### config.mk
export PLATFORM = sky130hd
export DESIGN_NAME = aoi_input_debounce
export DESIGN_NICKNAME = d
export VERILOG_FILES = /design/src/rtl/aoi_pkg.sv /design/src/rtl/aoi_debounce_chan.sv /design/src/rtl/aoi_input_debounce.sv
export SDC_FILE = /design/constraint.sdc
export NUM_CORES = 1
export LEC_CHECK = 0
export BUFFER_PORTS_ARGS = -buffer_cell sky130_fd_sc_hd__buf_4
export CORE_ASPECT_RATIO = 0.8
export CORE_UTILIZATION = 39
export CTS_CLUSTER_SIZE = 20
export DETAILED_ROUTE_END_ITERATION = 8
export PLACE_DENSITY = 0.68
export REMOVE_ABC_BUFFERS = 1
export SLEW_MARGIN = 20
export SYNTH_ARGS = -nofsm -noshare
export SYNTH_HDL_FRONTEND = slang
export SYNTH_HIERARCHICAL = 1
export SYNTH_SLANG_ARGS = --single-unit
### constraint.sdc
create_clock -name clk -period 2.01 [get_ports clk]
set_clock_uncertainty 0.05 [all_clocks]
set_input_delay 0 -clock clk [delete_from_list [all_inputs] [get_ports clk]]
set_output_delay 0 -clock clk [all_outputs]
set_load 0.005 [all_outputs]
### src/rtl/aoi_pkg.sv
// rtl/aoi_pkg.sv - shared types and default constants for the AOI input debounce stage
package aoi_pkg;

  typedef enum logic {
    ST_STABLE  = 1'b0,
    ST_PENDING = 1'b1
  } deb_state_t;

  localparam int AOI_WIDTH           = 4;
  localparam int AOI_SYNC_STAGES     = 2;
  localparam int AOI_DEBOUNCE_CYCLES = 16;
  localparam int AOI_GLITCH_CNT_W    = 8;

endpackage

### src/rtl/aoi_debounce_chan.sv
// rtl/aoi_debounce_chan.sv - single-bit synchroniser, debounce FSM/counter and edge pulse flops
module aoi_debounce_chan
  import aoi_pkg::*;
#(
  parameter int SYNC_STAGES     = AOI_SYNC_STAGES,
  parameter int DEBOUNCE_CYCLES = AOI_DEBOUNCE_CYCLES
) (
  input  logic clk,
  input  logic rst_n,
  input  logic raw_in,
  output logic clean_out,
  output logic rise_pulse,
  output logic fall_pulse,
  output logic stable_next,
  output logic bounce
);

  localparam int CNT_W = $clog2(DEBOUNCE_CYCLES);

  logic [SYNC_STAGES-1:0] r_sync;
  logic [CNT_W-1:0]       r_cnt;
  deb_state_t             r_state;
  deb_state_t             w_state_nxt;
  logic                   r_clean;
  logic                   r_rise;
  logic                   r_fall;
  logic                   w_differ;
  logic                   w_cnt_done;
  logic                   w_accept;
  logic                   w_bounce;

  always_ff @(posedge clk or negedge rst_n) begin
    if (!rst_n) r_sync <= '0;
    else        r_sync <= {r_sync[SYNC_STAGES-2:0], raw_in};
  end

  assign w_differ   = (r_sync[SYNC_STAGES-1] != r_clean);
  assign w_cnt_done = (r_cnt == CNT_W'(DEBOUNCE_CYCLES - 1));

  always_ff @(posedge clk or negedge rst_n) begin
    if (!rst_n) r_state <= ST_STABLE;
    else        r_state <= w_state_nxt;
  end

  always_comb begin
    w_state_nxt = r_state;
    case (r_state)
      ST_STABLE:  if (w_differ) w_state_nxt = ST_PENDING;
      ST_PENDING: if (!w_differ || w_cnt_done) w_state_nxt = ST_STABLE;
      default:    w_state_nxt = ST_STABLE;
    endcase
  end

  always_comb begin
    w_accept = 1'b0;
    w_bounce = 1'b0;
    if (r_state == ST_PENDING) begin
      w_accept = w_differ && w_cnt_done;
      w_bounce = !w_differ;
    end
  end

  // Counter holds the number of consecutive differing samples seen so far.
  always_ff @(posedge clk or negedge rst_n) begin
    if (!rst_n)                          r_cnt <= '0;
    else if (w_state_nxt != ST_PENDING)  r_cnt <= '0;
    else if (r_state == ST_STABLE)       r_cnt <= CNT_W'(1);
    else                                 r_cnt <= r_cnt + CNT_W'(1);
  end

  always_ff @(posedge clk or negedge rst_n) begin
    if (!rst_n) begin
      r_clean <= 1'b0;
      r_rise  <= 1'b0;
      r_fall  <= 1'b0;
    end else begin
      r_rise <= w_accept & ~r_clean;
      r_fall <= w_accept &  r_clean;
      if (w_accept) r_clean <= ~r_clean;
    end
  end

  assign clean_out   = r_clean;
  assign rise_pulse  = r_rise;
  assign fall_pulse  = r_fall;
  assign stable_next = (w_state_nxt == ST_STABLE);
  assign bounce      = w_bounce;

endmodule

### src/rtl/aoi_input_debounce.sv
// rtl/aoi_input_debounce.sv - per-channel debounce array with all-settled flag
// Optional bounce-back counter output enabled by AOI_DEBOUNCE_GLITCH_CNT_EN.
module aoi_input_debounce
  import aoi_pkg::*;
#(
  parameter int WIDTH           = AOI_WIDTH,
  parameter int SYNC_STAGES     = AOI_SYNC_STAGES,
  parameter int DEBOUNCE_CYCLES = AOI_DEBOUNCE_CYCLES
) (
  input  logic             clk,
  input  logic             rst_n,
  input  logic [WIDTH-1:0] raw_in,
  output logic [WIDTH-1:0] clean_out,
  output logic [WIDTH-1:0] rise_pulse,
  output logic [WIDTH-1:0] fall_pulse,
`ifdef AOI_DEBOUNCE_GLITCH_CNT_EN
  output logic [AOI_GLITCH_CNT_W-1:0] glitch_count,
`endif
  output logic             stable
);

  logic [WIDTH-1:0] w_stable_next;
  logic [WIDTH-1:0] w_bounce;
  logic             r_stable;

  for (genvar i = 0; i < WIDTH; i++) begin : g_chan
    aoi_debounce_chan #(
      .SYNC_STAGES    (SYNC_STAGES),
      .DEBOUNCE_CYCLES(DEBOUNCE_CYCLES)
    ) u_chan (
      .clk        (clk),
      .rst_n      (rst_n),
      .raw_in     (raw_in[i]),
      .clean_out  (clean_out[i]),
      .rise_pulse (rise_pulse[i]),
      .fall_pulse (fall_pulse[i]),
      .stable_next(w_stable_next[i]),
      .bounce     (w_bounce[i])
    );
  end

  // Registering the reduction of next states makes stable track the current states.
  always_ff @(posedge clk or negedge rst_n) begin
    if (!rst_n) r_stable <= 1'b1;
    else        r_stable <= &w_stable_next;
  end

  assign stable = r_stable;

`ifdef AOI_DEBOUNCE_GLITCH_CNT_EN
  localparam int GSUM_W = AOI_GLITCH_CNT_W + $clog2(WIDTH + 1);

  logic [AOI_GLITCH_CNT_W-1:0] r_glitch;
  logic [GSUM_W-1:0]           w_glitch_sum;

  always_comb begin
    w_glitch_sum = GSUM_W'(r_glitch);
    for (int i = 0; i < WIDTH; i++) w_glitch_sum = w_glitch_sum + GSUM_W'(w_bounce[i]);
  end

  always_ff @(posedge clk or negedge rst_n) begin
    if (!rst_n)                                          r_glitch <= '0;
    else if (w_glitch_sum > GSUM_W'({AOI_GLITCH_CNT_W{1'b1}})) r_glitch <= '1;
    else                                                 r_glitch <= w_glitch_sum[AOI_GLITCH_CNT_W-1:0];
  end

  assign glitch_count = r_glitch;
`else
  logic w_unused_bounce;
  assign w_unused_bounce = ^w_bounce;
`endif

endmodule

# ---- After elaboration in Yosys (flattened, before gate mapping)
# Cells that the tools add are included.
# W data, S select, Z words.
dict set report classes {
  n_mux 24
  n_eq_ne 8
  n_reduce_logical 13
  add_sub_neg 4
  n_bitwise 20
}
# cell n
set ops {}
lappend ops {{$mux W4} 8}
lappend ops {{$add A4 B1 Y4 const B} 4}
lappend ops {{$eq A4 B4 Y1 const B} 4}
lappend ops {{$mux W1} 12}
lappend ops {{$not A1 Y1} 12}
lappend ops {{$and A1 B1 Y1} 8}
lappend ops {{$pmux W1 S2} 4}
lappend ops {{$logic_and A1 B1 Y1} 4}
lappend ops {{$logic_not A1 Y1} 4}
lappend ops {{$logic_or A1 B1 Y1} 4}
lappend ops {{$ne A1 B1 Y1} 4}
lappend ops {{$reduce_and A4 Y1} 1}
dict set report word_totals {
  in_bits 6
  reg_bits 41
  elab_cells 94
}

# ---- Logic depth before layout (Yosys ltp)
dict set report depth {
  ltp_word 7
  depth_mapped 4
  mapped_depth_nobuf 4
}

# ---- Hierarchy
# The synthesis kept the hierarchy.
# module instances cells_each area_per_inst_um2
set by_module_without_submodules {}
lappend by_module_without_submodules {aoi_debounce_chan 4 30 377.9}
lappend by_module_without_submodules {aoi_input_debounce 1 2 35.0}

# ---- Worst setup path before layout
# OpenSTA, ideal clock, no wires.
dict set report synth_timing {
  path_kind {reg-to-reg}
  from {register g_chan[0].u_chan.r_cnt[0]}
  to {register g_chan[0].u_chan.r_clean}
  required_ns 1.835
  path_stages_with_launch 4
  arrival_ns 1.060
  synth_period_minus_slack_ns 1.235
  slack_ns 0.775
  cell_sequence {dfrtp_1 > ha_1 > nand4_2 > mux2_2}
}
dict set report synth_between {
  elab_chain_cells 3
}
# item line
set synth_lines {}
lappend synth_lines {{start, declared} aoi_debounce_chan.sv:21} ;# logic [CNT_W-1:0] r_cnt;
lappend synth_lines {{start signal, assigned} aoi_debounce_chan.sv:68} ;# else r_cnt <= r_cnt + CNT_W'(1);
lappend synth_lines {{$eq A4 B4 Y1} aoi_debounce_chan.sv:38} ;# assign w_cnt_done = (r_cnt == CNT_W'(DEBOUNCE_CYCLES - 1));
lappend synth_lines {{$logic_and A1 B1 Y1} aoi_debounce_chan.sv:58} ;# w_accept = w_differ && w_cnt_done;
lappend synth_lines {{$mux W1} aoi_debounce_chan.sv:57} ;# if (r_state == ST_PENDING) begin
lappend synth_lines {{end signal, assigned} aoi_debounce_chan.sv:79} ;# if (w_accept) r_clean <= ~r_clean;
lappend synth_lines {{end, declared} aoi_debounce_chan.sv:24} ;# logic r_clean;
# Every way passes these cells.
# A chain may end at the register's enable or synchronous reset.

# ---- Worst setup path after layout
dict set report layout_timing {
  from {register g_chan[1].u_chan.r_cnt[0]}
  to {register g_chan[1].u_chan.r_clean}
}
dict set report layout_between {
  elab_chain_cells 3
}
# item line
set layout_lines {}
lappend layout_lines {{start, declared} aoi_debounce_chan.sv:21}
lappend layout_lines {{start signal, assigned} aoi_debounce_chan.sv:68}
lappend layout_lines {{$eq A4 B4 Y1} aoi_debounce_chan.sv:38}
lappend layout_lines {{$logic_and A1 B1 Y1} aoi_debounce_chan.sv:58}
lappend layout_lines {{$mux W1} aoi_debounce_chan.sv:57}
lappend layout_lines {{end signal, assigned} aoi_debounce_chan.sv:79}
lappend layout_lines {{end, declared} aoi_debounce_chan.sv:24}
# Every way passes these cells.

==> flow_summary.ini <==
[floorplanning]
die_area_um2 = 4140
std_cell_rows = 19
chipWidth_um = 71.7
io-pin-count = 19
die_h_um = 57.8
initial_utilization = 0.425
core_um2 = 3570

[detailed_routing]
routed_wire_length_per_instance_um = 11.8
post-route-drc-count = 0
via_cell_ratio = 4.85
drt-pass1-iter-count = 4
detailroute.via_count = 907
detail_route.wirelength_um = 2210
drt_first_iter_violations = 33
detail-route-antenna-nets = 0

[place]
port_buffer_count = 18
gpl.final_weighted_congestion = 0.693
place.detailed.hpwl_um = 1570
dp_worst_setup_slack_ns = 0.699

[layout]
layout_cells_sized_above_1 = 0.241
finalCoreUtilization = 0.516
final_cell_mix = dfrtp_1 (40), buf_4 (18), nand3_1 (12), nor2_1 (12)
antenna_cells = 0
synthesis_to_finish_area_growth_pct = 21.4
mostFrequentLayoutCell = dfrtp_1
ff_latch_area_um2 = 1030
filler_cell_count = 324
multi_input_area_um2 = 459
layout.nets = 154

[power_and_ir_drop]
power.density_nw_per_um2 = 778
design_power_total_w = 0.00143
leakage_power_nw = 0.916
worst_voltage_drop_across_the_vdd_grid_mv = 0.457

[critical_path]
critPathRequiredTime_ns = 2.13
criticalPathCategory = flip-flop to flip-flop
timing.critical_path.to_type = flip-flop
crit_path_max_fanout = 4
worst_r2r_startpoint = g_chan[1].u_chan/r_cnt[0]
crit_arrival_ns = 1.43
setup.reg_to_reg.worst_slack_ns = 0.70
startpoint = g_chan[1].u_chan/r_cnt[0]
r2r_cell_count = 3
r2r-end = g_chan[1].u_chan/clean_out
worstSetupEndpoint = g_chan[1].u_chan/clean_out
critPathLaunchType = flip-flop

[timing]
timing.final.setup_violations = 0
max_slew.worst_pin.slew_ns = 0.486
finalHoldViolations = 0
worst_slew_margin_relative_to_its_limit = 0.676
fmaxAchievable_mhz = 761
finalCritPeriodShare = 0.654
timing_max_transition_violations_final = 0
fin_worst_hold_slack_ns = 0.170
setup-tns-final_ns = 0
setup_repair_after_global_routing_missed_its_margin = false
finalWorstPathRequiredPeriod_ns = 1.31
final.setup.worst_slack_ns = 0.695

[clock_network]
post-cts-setup-buffers = 0
clock_tree.buffer_depth = 2
clock_insertion_delay_worst_skew_ns = 0.29
cts.sinks = 41
cts.htree.levels = 2
cts_made_buffers = 5
cts_root_buffer = clkbuf_8
tritoncts = yes
cts.clk_slew.worst_paths_ns = 0.08

[yosys]
mappedNetlistArea_um2 = 1520
synth_warnings = 6
syn-instance-count = 114
synthesis.area_per_instance_um2 = 13.3

[grt]
globalRouteTotalUtil = 0.125
grt_pass1_wl_um = 3890
antenna_found_initial = 0
grt-ovfl-total = 0
grt_start_max_net_pins = 42
grt_pass1_vias = 905

[run_status]
status = completed

[flow_run]
max-cap-violations = 0

[worst_hold_path]
hold_class = input port to asynchronous set/reset pin
## state kept, by name, indices dropped and copies added (netlist names)
| register | count |
|---|---|
| g_chan.u_chan/r_cnt | 16 |
| g_chan.u_chan/r_sync | 8 |
| g_chan.u_chan/clean_out | 4 |
| g_chan.u_chan/fall_pulse | 4 |
| g_chan.u_chan/rise_pulse | 4 |
| stable | 1 |
| g_chan.u_chan/r_state | 4 |
## area by class of cell
| class | count | area share |
|---|---|---|
| clock buffers | 5 | 0.0374 |
| clock inverters | 3 | 0.00952 |
| inverters | 8 | 0.0163 |
| multi-input cells | 65 | 0.249 |
| flip-flops and latches | 41 | 0.558 |
| well taps | 42 | 0.0286 |
| repair buffers | 23 | 0.101 |
## metal layers
metal | track usage | up-vias | share of wire
met3 | 0.0435 | 5 | 0.047
met4 | 0.0588 | 0 | 0.016
met1 | 0.154 | 444 | 0.47
met2 | 0.201 | 20 | 0.46
met5 | 0 | - | 0
li1 | - | 438 | -
## power by group
| part | leakage (nW) | internal [W] | total [W] | switching, W |
|---|---|---|---|---|
| registers | 0.532 | 0.000848 | 0.000866 | 0.0000178 |
| clock network | 0.0439 | 0.000239 | 0.000500 | 0.000261 |
| logic | 0.339 | 0.0000285 | 0.0000655 | 0.0000370 |
## worst min-delay path by stage
stage	start	to	slack, ns	depth (start not counted)
floorplan	rst_n	g_chan[0].u_chan/clean_out	-0.35	0
global placement	rst_n	g_chan[3].u_chan/rise_pulse	-0.05	1
detailed placement	rst_n	g_chan[3].u_chan/r_cnt[3]	-0.04	1
CTS	rst_n	g_chan[2].u_chan/r_cnt[3]	0.18	2
global route	rst_n	g_chan[2].u_chan/r_cnt[3]	0.21	2
finish	rst_n	g_chan[2].u_chan/r_cnt[3]	0.17	2
## what timing repair did
action / in CTS / in global routing
hold buffers: 5 / 0
endpoints found under the hold margin: 45 / 0
gates resized for setup: 0 / 0
endpoints found under the setup margin: 0 / 0
## worst max-delay path, stage by stage, from the launching register on
cell	delay (ns)
dfrtp_1	0.40
ha_1	0.25
nand4_2	0.16
mux2_2	0.35
## per-stage QoR
step / instances / instance area (um^2)
after floorplan: 114 / 1520
after global placement: 174 / 1700
after detailed placement: 174 / 1700
after CTS: 187 / 1840
after global routing: 187 / 1840
final: 187 / 1840
Note: power is estimated with default switching activity, not from simulation.
